`src/rtl/spi_xfer_queue.sv`:
```
// TX/RX word queues feeding an SPI master over the data_ready/data_sent handshake.
// Optional build macro SPI_XFER_QUEUE_RX_STALL_EN: hold off new transfers while RX is full.
module spi_xfer_queue #(
    parameter int BITS  = 8,
    parameter int DEPTH = 4
) (
    input  logic                       clk,
    input  logic                       rst,
    input  logic [BITS-1:0]            tx_data,
    input  logic                       tx_valid,
    output logic                       tx_ready,
    output logic [BITS-1:0]            rx_data,
    output logic                       rx_valid,
    input  logic                       rx_ready,
    output logic [BITS-1:0]            spi_data_in,
    output logic                       spi_data_ready,
    input  logic                       spi_data_sent,
    input  logic [BITS-1:0]            spi_data_out,
    output logic                       busy,
    output logic                       rx_overflow,
    output logic [$clog2(DEPTH+1)-1:0] tx_level,
    output logic [$clog2(DEPTH+1)-1:0] rx_level
);
    // state   | meaning
    // IDLE    | waiting for a TX word and data_sent low
    // REQ     | data_ready high, waiting for data_sent
    // RELEASE | data_ready low, waiting for data_sent to drop
    localparam int AW = $clog2(DEPTH);
    localparam int LW = $clog2(DEPTH + 1);
    localparam logic [LW-1:0] FULL = LW'(DEPTH);

    typedef enum logic [1:0] {IDLE, REQ, RELEASE} state_t;
    state_t state, state_nx;

    logic [BITS-1:0] tx_mem [DEPTH];
    logic [BITS-1:0] rx_mem [DEPTH];
    logic [AW-1:0]   tx_wr, tx_rd, rx_wr, rx_rd;
    logic [LW-1:0]   tx_cnt, rx_cnt;
    logic            tx_push, tx_pop, rx_push, rx_pop, rx_accept, launch_ok;

    assign tx_level = tx_cnt;
    assign rx_level = rx_cnt;
    assign tx_ready = (tx_cnt != FULL);
    assign rx_valid = (rx_cnt != '0);
    assign rx_data  = rx_valid ? rx_mem[rx_rd] : '0;
    assign busy     = (state != IDLE) || (tx_cnt != '0);
    assign tx_push  = tx_valid && tx_ready;
    assign rx_pop   = rx_valid && rx_ready;
    // A host pop in the completion cycle frees the slot for the incoming word.
    assign rx_accept = rx_push && ((rx_cnt != FULL) || rx_pop);

`ifdef SPI_XFER_QUEUE_RX_STALL_EN
    assign launch_ok   = (tx_cnt != '0) && !spi_data_sent && (rx_cnt != FULL);
    assign rx_overflow = 1'b0;
`else
    logic ovf_q;
    assign launch_ok   = (tx_cnt != '0) && !spi_data_sent;
    assign rx_overflow = ovf_q;

    always_ff @(posedge clk) begin
        if (rst)
            ovf_q <= 1'b0;
        else if (rx_push && !rx_accept)
            ovf_q <= 1'b1;
    end
`endif

    always_ff @(posedge clk) begin
        if (rst)
            state <= IDLE;
        else
            state <= state_nx;
    end

    always_comb begin
        state_nx = state;
        tx_pop   = 1'b0;
        rx_push  = 1'b0;
        case (state)
            IDLE: begin
                if (launch_ok) begin
                    tx_pop   = 1'b1;
                    state_nx = REQ;
                end
            end
            REQ: begin
                if (spi_data_sent) begin
                    rx_push  = 1'b1;
                    state_nx = RELEASE;
                end
            end
            RELEASE: begin
                if (!spi_data_sent)
                    state_nx = IDLE;
            end
            default: state_nx = IDLE;
        endcase
    end

    always_ff @(posedge clk) begin
        if (rst) begin
            spi_data_ready <= 1'b0;
            spi_data_in    <= '0;
        end else if (tx_pop) begin
            spi_data_ready <= 1'b1;
            spi_data_in    <= tx_mem[tx_rd];
        end else if (rx_push) begin
            spi_data_ready <= 1'b0;
        end
    end

    always_ff @(posedge clk) begin
        if (tx_push)
            tx_mem[tx_wr] <= tx_data;
        if (rx_accept)
            rx_mem[rx_wr] <= spi_data_out;
    end

    always_ff @(posedge clk) begin
        if (rst) begin
            tx_wr <= '0;
            tx_rd <= '0;
            rx_wr <= '0;
            rx_rd <= '0;
        end else begin
            if (tx_push)   tx_wr <= tx_wr + AW'(1);
            if (tx_pop)    tx_rd <= tx_rd + AW'(1);
            if (rx_accept) rx_wr <= rx_wr + AW'(1);
            if (rx_pop)    rx_rd <= rx_rd + AW'(1);
        end
    end

    always_ff @(posedge clk) begin
        if (rst) begin
            tx_cnt <= '0;
            rx_cnt <= '0;
        end else begin
            case ({tx_push, tx_pop})
                2'b10:   tx_cnt <= tx_cnt + LW'(1);
                2'b01:   tx_cnt <= tx_cnt - LW'(1);
                default: ;
            endcase
            case ({rx_accept, rx_pop})
                2'b10:   rx_cnt <= rx_cnt + LW'(1);
                2'b01:   rx_cnt <= rx_cnt - LW'(1);
                default: ;
            endcase
        end
    end
endmodule
```
`config.mk`:
```
export PLATFORM = sky130hd
export DESIGN_NAME = spi_xfer_queue
export DESIGN_NICKNAME = d
export VERILOG_FILES = /design/src/rtl/spi_xfer_queue.sv
export SDC_FILE = /design/constraint.sdc
export NUM_CORES = 1
export LEC_CHECK = 0
export CAP_MARGIN = 20
export CELL_PAD_IN_SITES_DETAIL_PLACEMENT = 0
export CELL_PAD_IN_SITES_GLOBAL_PLACEMENT = 1
export CORE_MARGIN = 2
export CORE_UTILIZATION = 47
export CTS_BUF_LIST = sky130_fd_sc_hd__clkbuf_4 sky130_fd_sc_hd__clkbuf_8
export DETAILED_ROUTE_END_ITERATION = 6
export PLACE_DENSITY_LB_ADDON = 0.1
export SLEW_MARGIN = 20
export SYNTH_ARGS = -nofsm -noshare
export SYNTH_HDL_FRONTEND = slang
export SYNTH_SLANG_ARGS = --single-unit
```
`constraint.sdc`:
```
create_clock -name clk -period 2.87 [get_ports clk]
set_input_delay 0.287 -clock clk [delete_from_list [all_inputs] [get_ports clk]]
set_output_delay 0.287 -clock clk [all_outputs]
set_load 0.1 [all_outputs]
```
# Word level (Yosys, flattened, before mapping)
# Memory sizes are Yosys's and may differ from the RTL's. A register that Yosys moved wholly into a read port is not among the register bits.
# Cells that the tools add are included.
# Widths: inputs -> output; s select.
[op_classes]
n_addsub = 8
multipliers = 0
div = 0
order_cmp = 0
n_eq_ne = 11
shifts = 0
mux = 19
bitwise_logic = 0
n_reduce_logical = 17
[ops]
columns = ["op", "count"]
rows = [
  ["$pmux 3 s2", 2],
  ["$mux 1", 10],
  ["$mux 2", 5],
  ["$add 2x1->2 const B", 4],
  ["$mux 8", 1],
  ["$reduce_bool 2->1", 4],
  ["$add 3x1->3 const B", 2],
  ["$eq 2x1->1 const B", 3],
  ["$eq 2x2->1 const B", 3],
  ["$ne 2x2->1 const B", 3],
  ["$ne 3x3->1 const B", 2],
  ["$pmux 2 s3", 1],
  ["$reduce_bool 3->1", 2],
  ["$sub 3x1->3 const B", 2],
  ["$logic_and 1x1->1", 5],
  ["$reduce_and 3->1", 1],
  ["$logic_not 1->1", 2],
  ["$logic_not 2->1", 1],
  ["$logic_or 1x1->1", 2],
]
[word_totals]
ff_bits = 18
latchBits = 0
ramBits = 64
mem_bits_ro = 0
elab_cells = 66
memories = 2
[memory_table]
columns = ["memory", "depth", "width", "rd", "rd_ports_with_merged_regs", "wr", "line_no", "source"]
rows = [
  ["rx_mem", 4, 8, 1, 1, 1, "36", "logic [BITS-1:0] rx_mem [DEPTH];"],
  ["tx_mem", 4, 8, 1, 1, 1, "35", "logic [BITS-1:0] tx_mem [DEPTH];"],
]

# Logic depth before layout (Yosys ltp)
# Gate-level depths: netlist of the first run.
[depth]
word_depth = 6
ltp_mapped = 10

# Worst setup path after synthesis of the first run
# Ideal clock, no wire load.
[synth_path]
path_kind = "register to register"
startpoint = "register tx_cnt[2], in the netlist tx_level[2]"
endpoint = "register tx_cnt[2], in the netlist tx_level[2]"
setup_ps = 70
t_arrival_ps = 3394
required_time_ps = 2800
slack_ps = -594
path_stages_with_launch = 10
synth_period_minus_slack_ps = 3464
cell_sequence = "dfxtp_1 > or3b_1 > and2_4 > inv_2 > ha_1 > inv_1 > fa_1 > xor2_1 > or3_1 > a21oi_1"
[synth_rtl]
columns = ["element", "line_no", "source"]
rows = [
  ["start: declaration", "38", "logic [LW-1:0] tx_cnt, rx_cnt;"],
  ["start signal: assignment", "139", "2'b10: tx_cnt <= tx_cnt + LW'(1);"],
  ["start signal: assignment", "140", "2'b01: tx_cnt <= tx_cnt - LW'(1);"],
  ["$ne 3x3->1 (*)", "43", "assign tx_ready = (tx_cnt != FULL);"],
  ["net tx_ready", "11", "output logic tx_ready,"],
  ["$logic_and 1x1->1 (*)", "47", "assign tx_push = tx_valid && tx_ready;"],
  ["$eq 2x1->1 or $eq 2x2->1 (tied branches)", "138", "case ({tx_push, tx_pop})"],
  ["$pmux 3 s2 or $reduce_bool 2->1 (tied branches)", "-", ""],
]
# The timed path passes the listed nets; every way through them passes the cells marked *.
# A chain may end at the register's enable or synchronous reset.

# Worst setup path in the final report of the first run
[layout_path]
startpoint = "register tx_cnt[1], in the netlist tx_level[1]"
endpoint = "register tx_cnt[2], in the netlist tx_level[2]"
[layout_between]
elab_chain_len = 6
[layout_lines]
columns = ["element", "line_no", "source"]
rows = [
  ["$reduce_bool 3->1", "57", "assign launch_ok = (tx_cnt != '0) && !spi_data_sent;"],
  ["$logic_and 1x1->1", "57", ""],
  ["$mux 1", "81", "if (launch_ok) begin"],
  ["$mux 1", "79", "case (state)"],
  ["$eq 2x1->1 or $eq 2x2->1 (tied branches)", "138", ""],
  ["$pmux 3 s2 or $reduce_bool 2->1 (tied branches)", "-", ""],
]
# Several ways; a longest one is shown, not always the timed one.

==> impl_metrics.ini, run 1 <==
[drt]
wl_per_cell_um = 15.0
drcViolationCount = 0
drt_pass1_iterations = 4
wl_um = 5980
viasPerCell = 5.00
drtAntennaViolNets = 0
drt_iter0_drc = 88
via_count = 1994

[finish]
drive_gt1_frac = 0.246
final_cell_mix = edfxtp_1, buf_4, dfxtp_1
mostFrequentLayoutCell = edfxtp_1
post-route-util = 0.570
n_antenna_cell = 0
syn_to_final_growth_pct = 18.7
nFillCells = 654
design_area_um2 = 4380
layout.nets = 324

[sta]
slew_violations = 0
timing.final.crit_period_ns = 2.29
rsz0062_at_grt = no
hold_violations = 0
period_share = 0.798
max_freq_ghz = 0.437
finalSetupViolCount = 0
maxSlewHeadroom = 0.577
worstMarginPinSlew_ns = 0.634
fin_skew_ns = 0.00785

[setup_path]
slowest_delay_ns = 0.44
r2r_slack_ns = 0.58
path_cells = or3b_4 > and2_4 > inv_2 > ha_1 > inv_1 > fa_1 > xor2_1 > or3_1 > a21oi_1
rr_endpoint = tx_level[2]$_SDFFE_PP0P_
path_max_fanout = 6
startpoint_type = register
crit_type = register to register
crit-reg2reg-launch = tx_level[1]$_SDFFE_PP0P_
cp.required_ns = 3.15
arrival_ns = 2.57
end_kind = register
rr_worst_depth = 9
slowest_stage = or3b_4

[run]
drv_cap = 0

[cts]
cts_hold_buf = 0
htree_levels = 3
clock_latency_ns = 0.35
cts.sinks = 92
cts-resized-gates = 0
root_buffer = clkbuf_8
cts_tree = built
postCtsSetupBuffers = 0
tritoncts.num_buffers = 9
cts_max_path_buffers = 2
clk_pin_slew_worst_paths_ns = 0.09

[placed_design]
place.gp.congestion = 0.713
hpwl_um = 4070
io_buffer_count = 47
placed_area_um2 = 4210

[power_and_ir_drop]
max-vdd-ir-drop_uv = 486
finalPower_mw = 4.59
powerDensity_nw_per_um2 = 1050
p_leak_nw = 1.55

[global_route]
grt_pass1_wl_um = 9540
grt_max_degree = 24
grt_pass1_vias = 1935
grt_overflow = 0
grt_usage = 0.150
antenna_found_initial = 0

[synth]
synth-seq-cells = 92
syn-num-nets = 272
yosysUniqueCellTypes = 36
syn_avg_cell_area_um2 = 15.4
yosysSeqAreaShare = 0.673
syn-cell-area_um2 = 3690
yosys_warnings = 0
synthCells = 240

[die]
die_area_um2 = 8580
rows = 32
pin_count = 48
start_util = 0.480
die_x_um = 92.6
die_h_um = 92.6
core_um2 = 7690

[status]
run_status = complete, no violations

[worst_hold_path]
hp-class = register to register
hold_depth = 2
hold_start = spi_data_in[5]$_SDFFE_PP0P_
min_to = spi_data_in[5]$_SDFFE_PP0P_
worst max-delay path by stage:
stage / cells past startpoint / to / slack [ns] / from
after floorplan: 9 / tx_level[2]$_SDFFE_PP0P_ / -0.006 / tx_level[1]$_SDFFE_PP0P_
after global placement: 10 / tx_level[2]$_SDFFE_PP0P_ / 0.49 / spi_data_sent
after detailed placement: 10 / tx_level[2]$_SDFFE_PP0P_ / 0.43 / spi_data_sent
after CTS: 3 / rx_data[6] / 0.54 / register
after global routing: 9 / tx_level[2]$_SDFFE_PP0P_ / 0.44 / tx_level[1]$_SDFFE_PP0P_
final: 9 / tx_level[2]$_SDFFE_PP0P_ / 0.58 / tx_level[1]$_SDFFE_PP0P_
state kept, by name (all words and copies together), names as in the netlist, named ones only:
signal          count
rx_overflow         1
tx_rd               2
rx_mem             32
tx_level            3
spi_data_in         8
spi_data_ready      1
rx_wr               2
rx_level            3
tx_mem             32
tx_wr               2
rx_rd               2
state               2
routing by layer:
metal | track usage | vias to the layer above | share of wire
met2 | 0.251 | 37 | 0.50
li1 | - | 979 | -
met1 | 0.189 | 970 | 0.44
met4 | 0.0625 | 0 | 0.019
met5 | 0 | - | 0
met3 | 0.0342 | 8 | 0.038
critical path, delay by kind of cell, from the launching register on:
family | cells | cell delay (ns)
buffers and inverters | 2 | 0.11
adder cells (fa/ha/maj) | 2 | 0.54
AND/OR/NAND/NOR | 3 | 0.93
flip-flops | 1 | 0.36
XOR/XNOR | 1 | 0.15
AO/OA/AOI/OAI | 1 | 0.13
layout make-up:
| class | count | area (µm²) | share of cell area |
|---|---|---|---|
| multi-input cells | 130 | 1140 | 0.260 |
| clock buffers | 10 | 131 | 0.0300 |
| inverters | 9 | 33.8 | 0.00771 |
| well taps | 102 | 128 | 0.0291 |
| repair buffers | 50 | 425 | 0.0971 |
| flip-flops and latches | 92 | 2490 | 0.567 |
| clock inverters | 6 | 40.0 | 0.00914 |
synth_stat cells:
cell | number | share of area
a21oi_1 | 14 | 0.019
a21oi_2 | 1 | 0.0024
a31oi_1 | 1 | 0.0017
and2_1 | 12 | 0.020
and2_4 | 1 | 0.0024
and3_1 | 4 | 0.0068
and3b_1 | 2 | 0.0047
buf_1 | 2 | 0.0020
buf_2 | 4 | 0.0054
clkbuf_1 | 3 | 0.0031
dfxtp_1 | 28 | 0.15
edfxtp_1 | 64 | 0.52
fa_1 | 2 | 0.011
ha_1 | 9 | 0.031
inv_1 | 7 | 0.0071
inv_2 | 2 | 0.0020
mux2_1 | 2 | 0.0061
mux2i_1 | 1 | 0.0027
mux4_2 | 16 | 0.098
nand2_1 | 20 | 0.020
nand2b_1 | 4 | 0.0068
nand3_1 | 1 | 0.0014
nand3b_1 | 1 | 0.0020
nor2_1 | 14 | 0.014
nor2_4 | 1 | 0.0031
nor2b_1 | 2 | 0.0034
nor3_1 | 3 | 0.0041
nor3b_1 | 1 | 0.0020
nor4_1 | 2 | 0.0034
nor4b_4 | 1 | 0.0064
o21ai_0 | 2 | 0.0027
o31ai_4 | 1 | 0.0058
or3_1 | 2 | 0.0034
or3b_1 | 1 | 0.0024
xnor2_1 | 5 | 0.012
xor2_1 | 4 | 0.0095
through the flow:
| step | instances | hold WS (ns) | setup TNS, ns | setup WS [ns] |
|---|---|---|---|---|
| 6_report | 399 | 0.458 | 0 | 0.580 |
| 5_1_grt | 399 | 0.494 | 0 | 0.436 |
| 4_1_cts | 399 | 0.461 | 0 | 0.540 |
| 3_5_place_dp | 383 | 0.448 | 0 | 0.428 |
| 3_3_place_gp | 383 | 0.446 | 0 | 0.489 |
| 2_1_floorplan | 240 | 0.366 | -0.00613 | -0.00613 |
logic make-up (layout without fill, tap and decap cells):
logic type,after synthesis,after routing,share of synthesized area
buf+inv,18,75,0.0197
fa+ha+maj,11,11,0.0414
compound gates,19,19,0.0315
flops,92,92,0.673
xor+xnor,9,9,0.0214
mux,19,19,0.106
simple gates,72,72,0.107
report_power, final:
part,switching (mW),total [mW],internal [mW]
logic,1.46,2.05,0.591
clock network,0.440,0.764,0.325
registers,0.185,1.77,1.58
(Power assumes the default switching activity.)
==> run 2, diff against run 1 <==
- clock period: 2.87 -> 2.35 ns (I/O delays scaled with it)
==> run 2 against run 1 <==
Core utilization up 2.5 points. Combinational power up 37%. Via count unchanged. Clock skew up 0.0014 ns. Count of clock-buffer cells in the layout up 4. Non-clock buffer count up 3. Worst hold slack worse by 0.00090 ns. Fmax up 6.7%. Clock power up 44%. Final cell count up 0.75%. Design area up 4.4%.
==> impl_metrics.ini, run 2 (synthesis gave the netlist of run 1 again) <==
[die]
core_um2 = 7690
start_util = 0.480
die_x_um = 92.6
die_area_um2 = 8580
die_h_um = 92.6
rows = 32
pin_count = 48

[cts]
cts_tree = built
htree_levels = 3
cts.sinks = 92
root_buffer = clkbuf_8
tritoncts.num_buffers = 9
clk_pin_slew_worst_paths_ns = 0.09
cts_max_path_buffers = 2
cts-resized-gates = 0
postCtsSetupBuffers = 0
clock_latency_ns = 0.35
cts_hold_buf = 0

[placed_design]
hpwl_um = 4200
place.gp.congestion = 0.713
io_buffer_count = 47
placed_area_um2 = 4370

[finish]
n_antenna_cell = 0
syn_to_final_growth_pct = 24.0
final_cell_mix = edfxtp_1, buf_4, dfxtp_1
post-route-util = 0.595
design_area_um2 = 4580
reg.largest.list = rx_mem x32, tx_mem x32, spi_data_in x8
layout.nets = 327
drive_gt1_frac = 0.300
mostFrequentLayoutCell = edfxtp_1

[power_and_ir_drop]
finalPower_mw = 6.03
pwr-share-clk = 0.182
combPwrFrac = 0.465
p_int_mw = 3.47
max-vdd-ir-drop_uv = 578
switching_share = 0.425
p_leak_nw = 1.62
power.switching_mw = 2.56
seqPwrFrac = 0.353
powerDensity_nw_per_um2 = 1320

[setup_path]
cp.required_ns = 2.63
slowest_delay_ns = 0.41
end_kind = register
startpoint_type = register
path_max_fanout = 6
path_cells = or3b_4 > and2_4 > inv_4 > ha_4 > inv_2 > fa_2 > xor2_1 > or3_1 > a21oi_1
r2r_slack_ns = 0.20
arrival_ns = 2.43
slowest_stage = or3b_4
crit_type = register to register

[sta]
fin_skew_ns = 0.00923
max_freq_ghz = 0.466
hold_violations = 0
finalSetupViolCount = 0
rsz0062_at_grt = no
period_share = 0.913
whs_ns = 0.457
timing.final.crit_period_ns = 2.15
worstMarginPinSlew_ns = 0.624
maxSlewHeadroom = 0.584
slew_violations = 0

[global_route]
grt_max_degree = 23
grt_pass1_vias = 2036
antenna_found_initial = 0
grt_overflow = 0
grt_usage = 0.156
grt_pass1_wl_um = 10100

[drt]
viasPerCell = 4.96
wl_um = 5990
via_count = 1994
drcViolationCount = 0
drt_iter0_drc = 78
wl_per_cell_um = 14.9
drt_pass1_iterations = 4
drtAntennaViolNets = 0

[worst_hold_path]
hp-class = register to register

[status]
run_status = complete, no violations

[run]
drv_cap = 0
-- run 2: changes by cell type in the layout (fill, tap and decap cells not counted), moves of 3 or more --
cell,delta
buf_4,-5
buf_12,+8
dfxtp_1,-3
and2_2,+8
and2_1,-8
-- run 2: final timing paths --
check                                                    to                        start  depth (start not counted)
worst max register to register     tx_level[2]$_SDFFE_PP0P_     tx_level[2]$_SDFFE_PP0P_                          9
worst min register to register  spi_data_in[4]$_SDFFE_PP0P_  spi_data_in[4]$_SDFFE_PP0P_                          2
worst max-delay path               tx_level[2]$_SDFFE_PP0P_     tx_level[2]$_SDFFE_PP0P_                          9
worst min-delay path            spi_data_in[4]$_SDFFE_PP0P_  spi_data_in[4]$_SDFFE_PP0P_                          2
-- run 2: worst max-delay path, delay by kind of cell (launching register included) --
family	cells	cell delay [ns]
AO/OA/AOI/OAI	1	0.11
XOR/XNOR	1	0.15
adder cells (fa/ha/maj)	2	0.45
buffers and inverters	2	0.09
flip-flops	1	0.37
AND/OR/NAND/NOR	3	0.89
-- run 2: metrics by stage --
step	std cells	setup TNS, ns	worst slack [ns]
4_1_cts	402	0	0.184
3_5_place_dp	386	0	0.0598
6_report	402	0	0.204
3_3_place_gp	386	0	0.114
2_1_floorplan	240	-0.178	-0.152
5_1_grt	402	0	0.138
-- run 2: layer usage --
metal | share of wire | GRT usage | up-vias
met3 | 0.038 | 0.0301 | 12
met5 | 0 | 0 | -
li1 | - | - | 987
met2 | 0.50 | 0.273 | 32
met4 | 0.021 | 0.0735 | 0
met1 | 0.44 | 0.187 | 963
-- run 2: cell type report --
class	instances	area, µm²
clock buffers	14	174
well taps	102	128
inverters	9	36.3
clock inverters	2	35.0
repair buffers	53	548
multi-input cells	130	1160
flip-flops and latches	92	2490
fillers	622	3110
-- run 2: power groups by stage --
| stage | Combinational [mW] | Clock (mW) | Sequential, mW |
|---|---|---|---|
| final | 2.80 | 1.10 | 2.13 |
| after global placement | 2.82 | 0 | 2.17 |
| after CTS | 2.84 | 1.11 | 2.14 |
| after floorplan | 1.61 | 0 | 2.66 |
| after global routing | 2.96 | 1.19 | 2.17 |
| after detailed placement | 2.83 | 0 | 2.18 |
